[src/rtl/la_iopoc_pkg.sv]
// -----------------------------------------------------------------------------
// la_iopoc_pkg
// Shared definitions for the IO ring power-on-control sequencer:
//   - state_t       : sequencer states
//   - PDN/HOLD/IE/OE: bit positions inside the io-ring control word
//   - CTRL_*        : 4-bit control word {oe, ie, hold, pdn} driven in each state
//   - ctrl_word()   : state -> control word lookup
// -----------------------------------------------------------------------------
package la_iopoc_pkg;

    typedef enum logic [2:0] {
        ST_OFF    = 3'd0,
        ST_SETTLE = 3'd1,
        ST_UNHOLD = 3'd2,
        ST_ON     = 3'd3,
        ST_DRAIN  = 3'd4
    } state_t;

    localparam int PDN  = 0;
    localparam int HOLD = 1;
    localparam int IE   = 2;
    localparam int OE   = 3;

    // {oe, ie, hold, pdn}
    localparam logic [3:0] CTRL_OFF    = 4'b0011;
    localparam logic [3:0] CTRL_SETTLE = 4'b0010;
    localparam logic [3:0] CTRL_UNHOLD = 4'b0100;
    localparam logic [3:0] CTRL_ON     = 4'b1100;
    localparam logic [3:0] CTRL_DRAIN  = 4'b0110;

    function automatic logic [3:0] ctrl_word(input state_t s);
        case (s)
            ST_OFF:    return CTRL_OFF;
            ST_SETTLE: return CTRL_SETTLE;
            ST_UNHOLD: return CTRL_UNHOLD;
            ST_ON:     return CTRL_ON;
            ST_DRAIN:  return CTRL_DRAIN;
            default:   return CTRL_OFF;
        endcase
    endfunction

endpackage

[src/rtl/la_iopocsync.sv]
// -----------------------------------------------------------------------------
// la_iopocsync
// Parameterised 2-flop synchronizer with synchronous active-high reset.
// Flops reset to 0 so every synchronised request reads as inactive after reset.
// Ports:
//   clk   - destination clock
//   reset - synchronous active-high reset
//   d     - asynchronous inputs [W-1:0]
//   q     - synchronised outputs [W-1:0]
// -----------------------------------------------------------------------------
module la_iopocsync #(
    parameter int W = 1
) (
    input  logic         clk,
    input  logic         reset,
    input  logic [W-1:0] d,
    output logic [W-1:0] q
);

    logic [W-1:0] meta;

    always_ff @(posedge clk) begin
        if (reset) begin
            meta <= '0;
            q    <= '0;
        end else begin
            meta <= d;
            q    <= meta;
        end
    end

endmodule

[src/rtl/la_iopocctrl.sv]
// -----------------------------------------------------------------------------
// la_iopocctrl
// Power-on sequencer for one IO ring segment. Walks the ring through
// OFF -> SETTLE -> UNHOLD -> ON on power-up and ON -> DRAIN -> OFF on
// power-down so that hold/isolation always brackets output-enable changes.
// Any supply loss outside OFF forces OFF immediately and latches fault,
// which must be acknowledged by sampling en low in OFF.
//
// Optional build macro: LA_IOPOC_SYNC_EN
//   defined   - en, vdd_good, vddio_good pass through 2-flop synchronizers
//               (all response latencies grow by 2 cycles)
//   undefined - inputs are assumed synchronous to clk and used directly
//
// Ports:
//   clk        - always-on sequencer clock
//   reset      - synchronous active-high reset
//   en         - 1 requests power-up, 0 requests orderly power-down
//   vdd_good   - core supply good
//   vddio_good - IO supply good
//   ioring     - control word [0]=pdn [1]=hold [2]=ie [3]=oe, upper bits 0
//   ready      - ring fully on
//   busy       - sequencing in progress (SETTLE, UNHOLD, DRAIN)
//   fault      - sticky supply-loss indication
// -----------------------------------------------------------------------------
module la_iopocctrl
    import la_iopoc_pkg::*;
#(
    parameter int RINGW  = 8,
    parameter int PWRDLY = 16,
    parameter int ISODLY = 4,
    parameter int CW     = 8
) (
    input  logic             clk,
    input  logic             reset,
    input  logic             en,
    input  logic             vdd_good,
    input  logic             vddio_good,
    output logic [RINGW-1:0] ioring,
    output logic             ready,
    output logic             busy,
    output logic             fault
);

    // Elaboration-time parameter checks
    if (RINGW < 4) begin : g_chk_ringw
        $error("la_iopocctrl: RINGW must be >= 4");
    end
    if (PWRDLY < 1 || ISODLY < 1) begin : g_chk_dly
        $error("la_iopocctrl: PWRDLY and ISODLY must be >= 1");
    end
    if (CW < 1 || CW > 31) begin : g_chk_cw
        $error("la_iopocctrl: CW must be in 1..31");
    end else if (PWRDLY > (2**CW) - 1 || ISODLY > (2**CW) - 1) begin : g_chk_cw_range
        $error("la_iopocctrl: CW too narrow for PWRDLY/ISODLY");
    end

    localparam logic [CW-1:0] PWR_LAST = CW'(PWRDLY - 1);
    localparam logic [CW-1:0] ISO_LAST = CW'(ISODLY - 1);
    localparam logic [CW-1:0] CNT_MAX  = '1;

    logic en_s;
    logic vdd_s;
    logic vddio_s;

`ifdef LA_IOPOC_SYNC_EN
    logic [2:0] sync_q;

    la_iopocsync #(
        .W (3)
    ) u_sync (
        .clk   (clk),
        .reset (reset),
        .d     ({en, vdd_good, vddio_good}),
        .q     (sync_q)
    );

    assign en_s    = sync_q[2];
    assign vdd_s   = sync_q[1];
    assign vddio_s = sync_q[0];
`else
    assign en_s    = en;
    assign vdd_s   = vdd_good;
    assign vddio_s = vddio_good;
`endif

    logic pgood;
    assign pgood = vdd_s & vddio_s;

    state_t        state,   state_n;
    logic [CW-1:0] cnt,     cnt_n;
    logic          fault_n;
    logic [3:0]    ctrl;

    // Next-state logic. Supply loss outranks both en and counter expiry.
    always_comb begin
        // NOTE: every variable assigned here gets a default first, so no path
        // leaves one unassigned and no latch is inferred.
        state_n = state;
        fault_n = fault;
        cnt_n   = (cnt == CNT_MAX) ? cnt : cnt + 1'b1;

        if (state != ST_OFF && !pgood) begin
            state_n = ST_OFF;
            cnt_n   = '0;
            fault_n = 1'b1;
        end else begin
            case (state)
                ST_OFF: begin
                    cnt_n = '0;
                    if (!en_s) begin
                        fault_n = 1'b0;          // en low in OFF acknowledges fault
                    end else if (pgood && !fault) begin
                        state_n = ST_SETTLE;
                    end
                end
                ST_SETTLE: begin
                    if (!en_s) begin
                        state_n = ST_OFF;
                        cnt_n   = '0;
                    end else if (cnt == PWR_LAST) begin
                        state_n = ST_UNHOLD;
                        cnt_n   = '0;
                    end
                end
                ST_UNHOLD: begin
                    if (!en_s) begin
                        state_n = ST_DRAIN;
                        cnt_n   = '0;
                    end else if (cnt == ISO_LAST) begin
                        state_n = ST_ON;
                        cnt_n   = '0;
                    end
                end
                ST_ON: begin
                    cnt_n = '0;
                    if (!en_s) begin
                        state_n = ST_DRAIN;
                    end
                end
                ST_DRAIN: begin
                    // Drain always completes so oe stays low ISODLY cycles
                    // before pdn rises, even if en returns mid-drain.
                    if (cnt == ISO_LAST) begin
                        state_n = ST_OFF;
                        cnt_n   = '0;
                    end
                end
                default: begin
                    state_n = ST_OFF;
                    cnt_n   = '0;
                end
            endcase
        end
    end

    // Outputs are flops loaded from the next state, so they change on the
    // same edge as the state register and never glitch.
    always_ff @(posedge clk) begin
        // NOTE: non-blocking assignments keep every flop sampling pre-edge
        // values, independent of statement order.
        if (reset) begin
            state <= ST_OFF;
            cnt   <= '0;
            fault <= 1'b0;
            ctrl  <= CTRL_OFF;
            ready <= 1'b0;
            busy  <= 1'b0;
        end else begin
            state <= state_n;
            cnt   <= cnt_n;
            fault <= fault_n;
            ctrl  <= ctrl_word(state_n);
            ready <= (state_n == ST_ON);
            busy  <= (state_n == ST_SETTLE) || (state_n == ST_UNHOLD) ||
                     (state_n == ST_DRAIN);
        end
    end

    always_comb begin
        ioring       = '0;
        ioring[PDN]  = ctrl[PDN];
        ioring[HOLD] = ctrl[HOLD];
        ioring[IE]   = ctrl[IE];
        ioring[OE]   = ctrl[OE];
    end

endmodule

[config.mk]
export PLATFORM = sky130hd
export DESIGN_NAME = la_iopocctrl
export DESIGN_NICKNAME = d
export VERILOG_FILES = /design/src/rtl/la_iopoc_pkg.sv /design/src/rtl/la_iopocsync.sv /design/src/rtl/la_iopocctrl.sv
export SDC_FILE = /design/constraint.sdc
export NUM_CORES = 1
export LEC_CHECK = 0
export ABC_AREA = 1
export CAP_MARGIN = 20
export CORE_ASPECT_RATIO = 1.25
export CORE_MARGIN = 3
export CORE_UTILIZATION = 50
export DETAILED_ROUTE_END_ITERATION = 7
export GPL_TIMING_DRIVEN = 0
export HOLD_SLACK_MARGIN = 0.03
export PLACE_DENSITY = 0.87
export SYNTH_ARGS = -nofsm -noshare
export SYNTH_HDL_FRONTEND = slang
export SYNTH_SLANG_ARGS = --single-unit
[constraint.sdc]
create_clock -name clk -period 1.8 [get_ports clk]
set_input_delay 0.36 -clock clk [delete_from_list [all_inputs] [get_ports clk]]
set_output_delay 0.36 -clock clk [all_outputs]
set_load 0.05 [all_outputs]
==> impl_metrics.tcl <==
set metrics [dict create \
    critical_path_capture_point_type "output port" \
    layout_min_cycle_time_ns 1.60 \
    timing.final.crit_share_pct 88.9 \
    post_synth.cell_area_avg_um2 7.02 \
    route.detailed.vias_per_inst 5.16 \
    clk_latency_ns 0.29 \
    detailedPlacementHpwl_um 1540 \
    cts-htree-levels 1 \
    layout_stage_area_growth_over_the_synthesis_result_pct 18.6 \
    detailedRoute.firstPassIterationCount 4 \
    cts_setup_buffers 0 \
    critPathMaxStageDelay_ns 0.51 \
    synthesis.yosys.warnings 0 \
    core-area_um2 1660 \
    drive_above_1_share_pct 16.0 \
    cts.sinks 17 \
    grt_antenna_before_repair 0 \
    first_global_vias 836 \
    worst_setup_path_start_kind "flop" \
    globalRouteOverflowTotal 0 \
    grt_max_degree 10 \
    vdd_drop_max_v 0.000502 \
    nets 157 \
    setup-violations-final 0 \
    cts.clk_slew.worst_paths_ns 0.09 \
    synth-seq-area-share_pct 36.7 \
    dpl_worst_slack_ns 0.00593 \
    p_per_area_nw_per_um2 598 \
    hp-class "reg2reg" \
    max_slew.worst_pin.slew_ns 0.503 \
    timing.max_cap.violations 0 \
    crit_slowest_cell "dlygate4sd2_1" \
    finalWeightedCongestion 0.833 \
    die_width_um 44.5 \
    unique_cell_type_count_in_the_yosys_netlist 25 \
    grt_pass1_wl_um 3410 \
    edff_count_synth 0 \
    start_util_pct 55.8 \
    synth_area_leader_cell "dfxtp_1" \
    fillCellCount 152 \
    total_routing_usage_reported_by_global_routing_pct 19.5 \
    final_area_um2 1100 \
    slew-limit-headroom_pct 66.4 \
    synth_seq_cells 17 \
    synth.cells.most_frequent "nor2_1 (24), nand2_1 (22), inv_1 (19)" \
    maxSlewViolCount 0 \
    tritoncts "done" \
    placed_area_um2 1070 \
    synth_flop_cell "dfxtp_1" \
    whs_ns 0.478 \
    synthTopCellsByArea "dfxtp_1 (37%), nor2_1 (9.7%), nand2_1 (8.9%)" \
    drc_errors 0 \
    critical_path_peak_fanout 2 \
    power_leakage_uw 0.000524 \
    drt-total-wl_um 1890 \
    kind_of_cell_adding_the_most_delay_to_the_critical_path "buffers and inverters" \
    crit_chain "buf_4 > dlygate4sd2_1" \
    die_h_um 54.1 \
    yosysMostFrequentCell "nor2_1" \
    drt.antenna.violating_nets 0 \
    totalNegativeSetupSlack_ns 0 \
    final_critical_path_setup_slack_ns 0.200 \
    critPathKind "reg2out" \
    post_synth_inst_count 132 \
    number_of_buffers_created_by_cts 3 \
    std_cell_rows 16 \
    num_vias 867 \
    clock_tree.root_cell "clkbuf_4" \
    antenna-diode-count 0 \
    fp.dieArea_um2 2410 \
    drtIter0Drc 19 \
    synth_top_area_share_pct 36.7 \
    wl_per_cell_um 11.3 \
    cp_data_required_time_ns 1.44 \
    async_flop_share_pct 0 \
    placement.io_buffers 11 \
    synthesis.area_um2 927 \
    cts-root-to-sink-buffers 2 \
    grt_setup_unrepaired "no" \
    io-pin-count 16 \
    timing.critical_path.buf_inv 2 \
    report.final.hold_viol_count 0 \
    regToRegSetupSlack_ns 0.31 \
    max_clock_freq_mhz 625 \
    cp.arrival_ns 1.24 \
    result_of_the_run "complete, no violations" \
    worst_clk_skew_ns 0.00510 \
]
## cells in the final DEF, fill, tap and decap left out, types with 2 or more instances in the layout
cell,synthesis,layout
o21ai_1,3,3
nor2_1,24,24
a21oi_1,4,4
dfxtp_1,17,17
nor3_1,2,2
clkbuf_4,0,3
nand3_1,10,10
nor3_2,5,5
nand2_4,2,2
inv_2,2,2
buf_4,5,5
dlygate4sd2_1,0,4
conb_1,1,4
nand2_1,22,22
clkdlybuf4s50_1,0,4
inv_1,19,19
nor2_4,2,2
o21ai_0,2,2
dlymetal6s2s_1,0,3
xor2_1,2,2
nor2_2,2,2
## kinds of logic (layout without fill, tap and decap cells)
kind of cell	count (synthesis)	count (layout)	synth area share, %
DFF	17	17	36.7
buffers and inverters	26	41	12.6
AOI/OAI and AO/OA	12	12	7.42
other	1	4	0.404
xor gates and xnor gates	2	2	1.89
adders and majority gates	1	1	1.35
and+or+nand+nor	73	73	39.7
## through the flow
stage,cells,power (uW),util (%)
floorplan,135,445,-
global placement,164,464,64.5
detailed placement,164,466,64.5
CTS,168,664,65.7
global route,168,691,66.2
finish,168,658,66.2
## worst paths after layout
kind | startpoint | to | cells past startpoint
worst max-delay path | ctrl[3] | ioring[3] | 2
worst min-delay path | fault | fault | 2
worst max register to register | cnt[0] | busy | 8
worst min register to register | fault | fault | 2
## timing repair
item / CTS / global route
pin swaps: 0 / 0
setup endpoints to repair: 4 / 3
gates resized for setup: 4 / 3
hold buffers: 0 / 0
## layout make-up
cell class / count / area, um2 / share of cell area (%)
repair buffers: 11 / 113 / 10.2
flip-flops and latches: 17 / 340 / 30.9
multi-input cells: 92 / 482 / 43.8
clock buffers: 4 / 26.3 / 2.39
inverters: 21 / 78.8 / 7.17
well taps: 18 / 22.5 / 2.05
plain buffers: 5 / 37.5 / 3.41
## where the power goes
part | leakage (uW) | internal [uW] | switching [uW]
Clock | 0.0000150 | 86.1 | 115
Combinational | 0.000372 | 25.2 | 50.1
Sequential | 0.000137 | 379 | 2.10
## layer usage
layer	vias to the layer above	wire [um]	track usage (%)
li1	445	-	-
met1	390	768	21.3
met2	27	1000	33.7
met3	5	87	4.68
met4	0	38	11.1
met5	-	0	0
## sequential cells by signal (all words and copies together) (netlist names)
register  count
ctrl          4
busy          1
cnt           8
fault         1
state         3
## worst reg2reg max path, cell delays in order (launching register included)
cell and delay [ns]:
dfxtp_1 0.38, ha_1 0.23, nand2_1 0.10, o21ai_1 0.22, o21ai_0 0.13, nand2_1 0.14, nand3_1 0.10, nand2_1 0.06
inv_1 0.04
(Power assumes the default switching activity.)
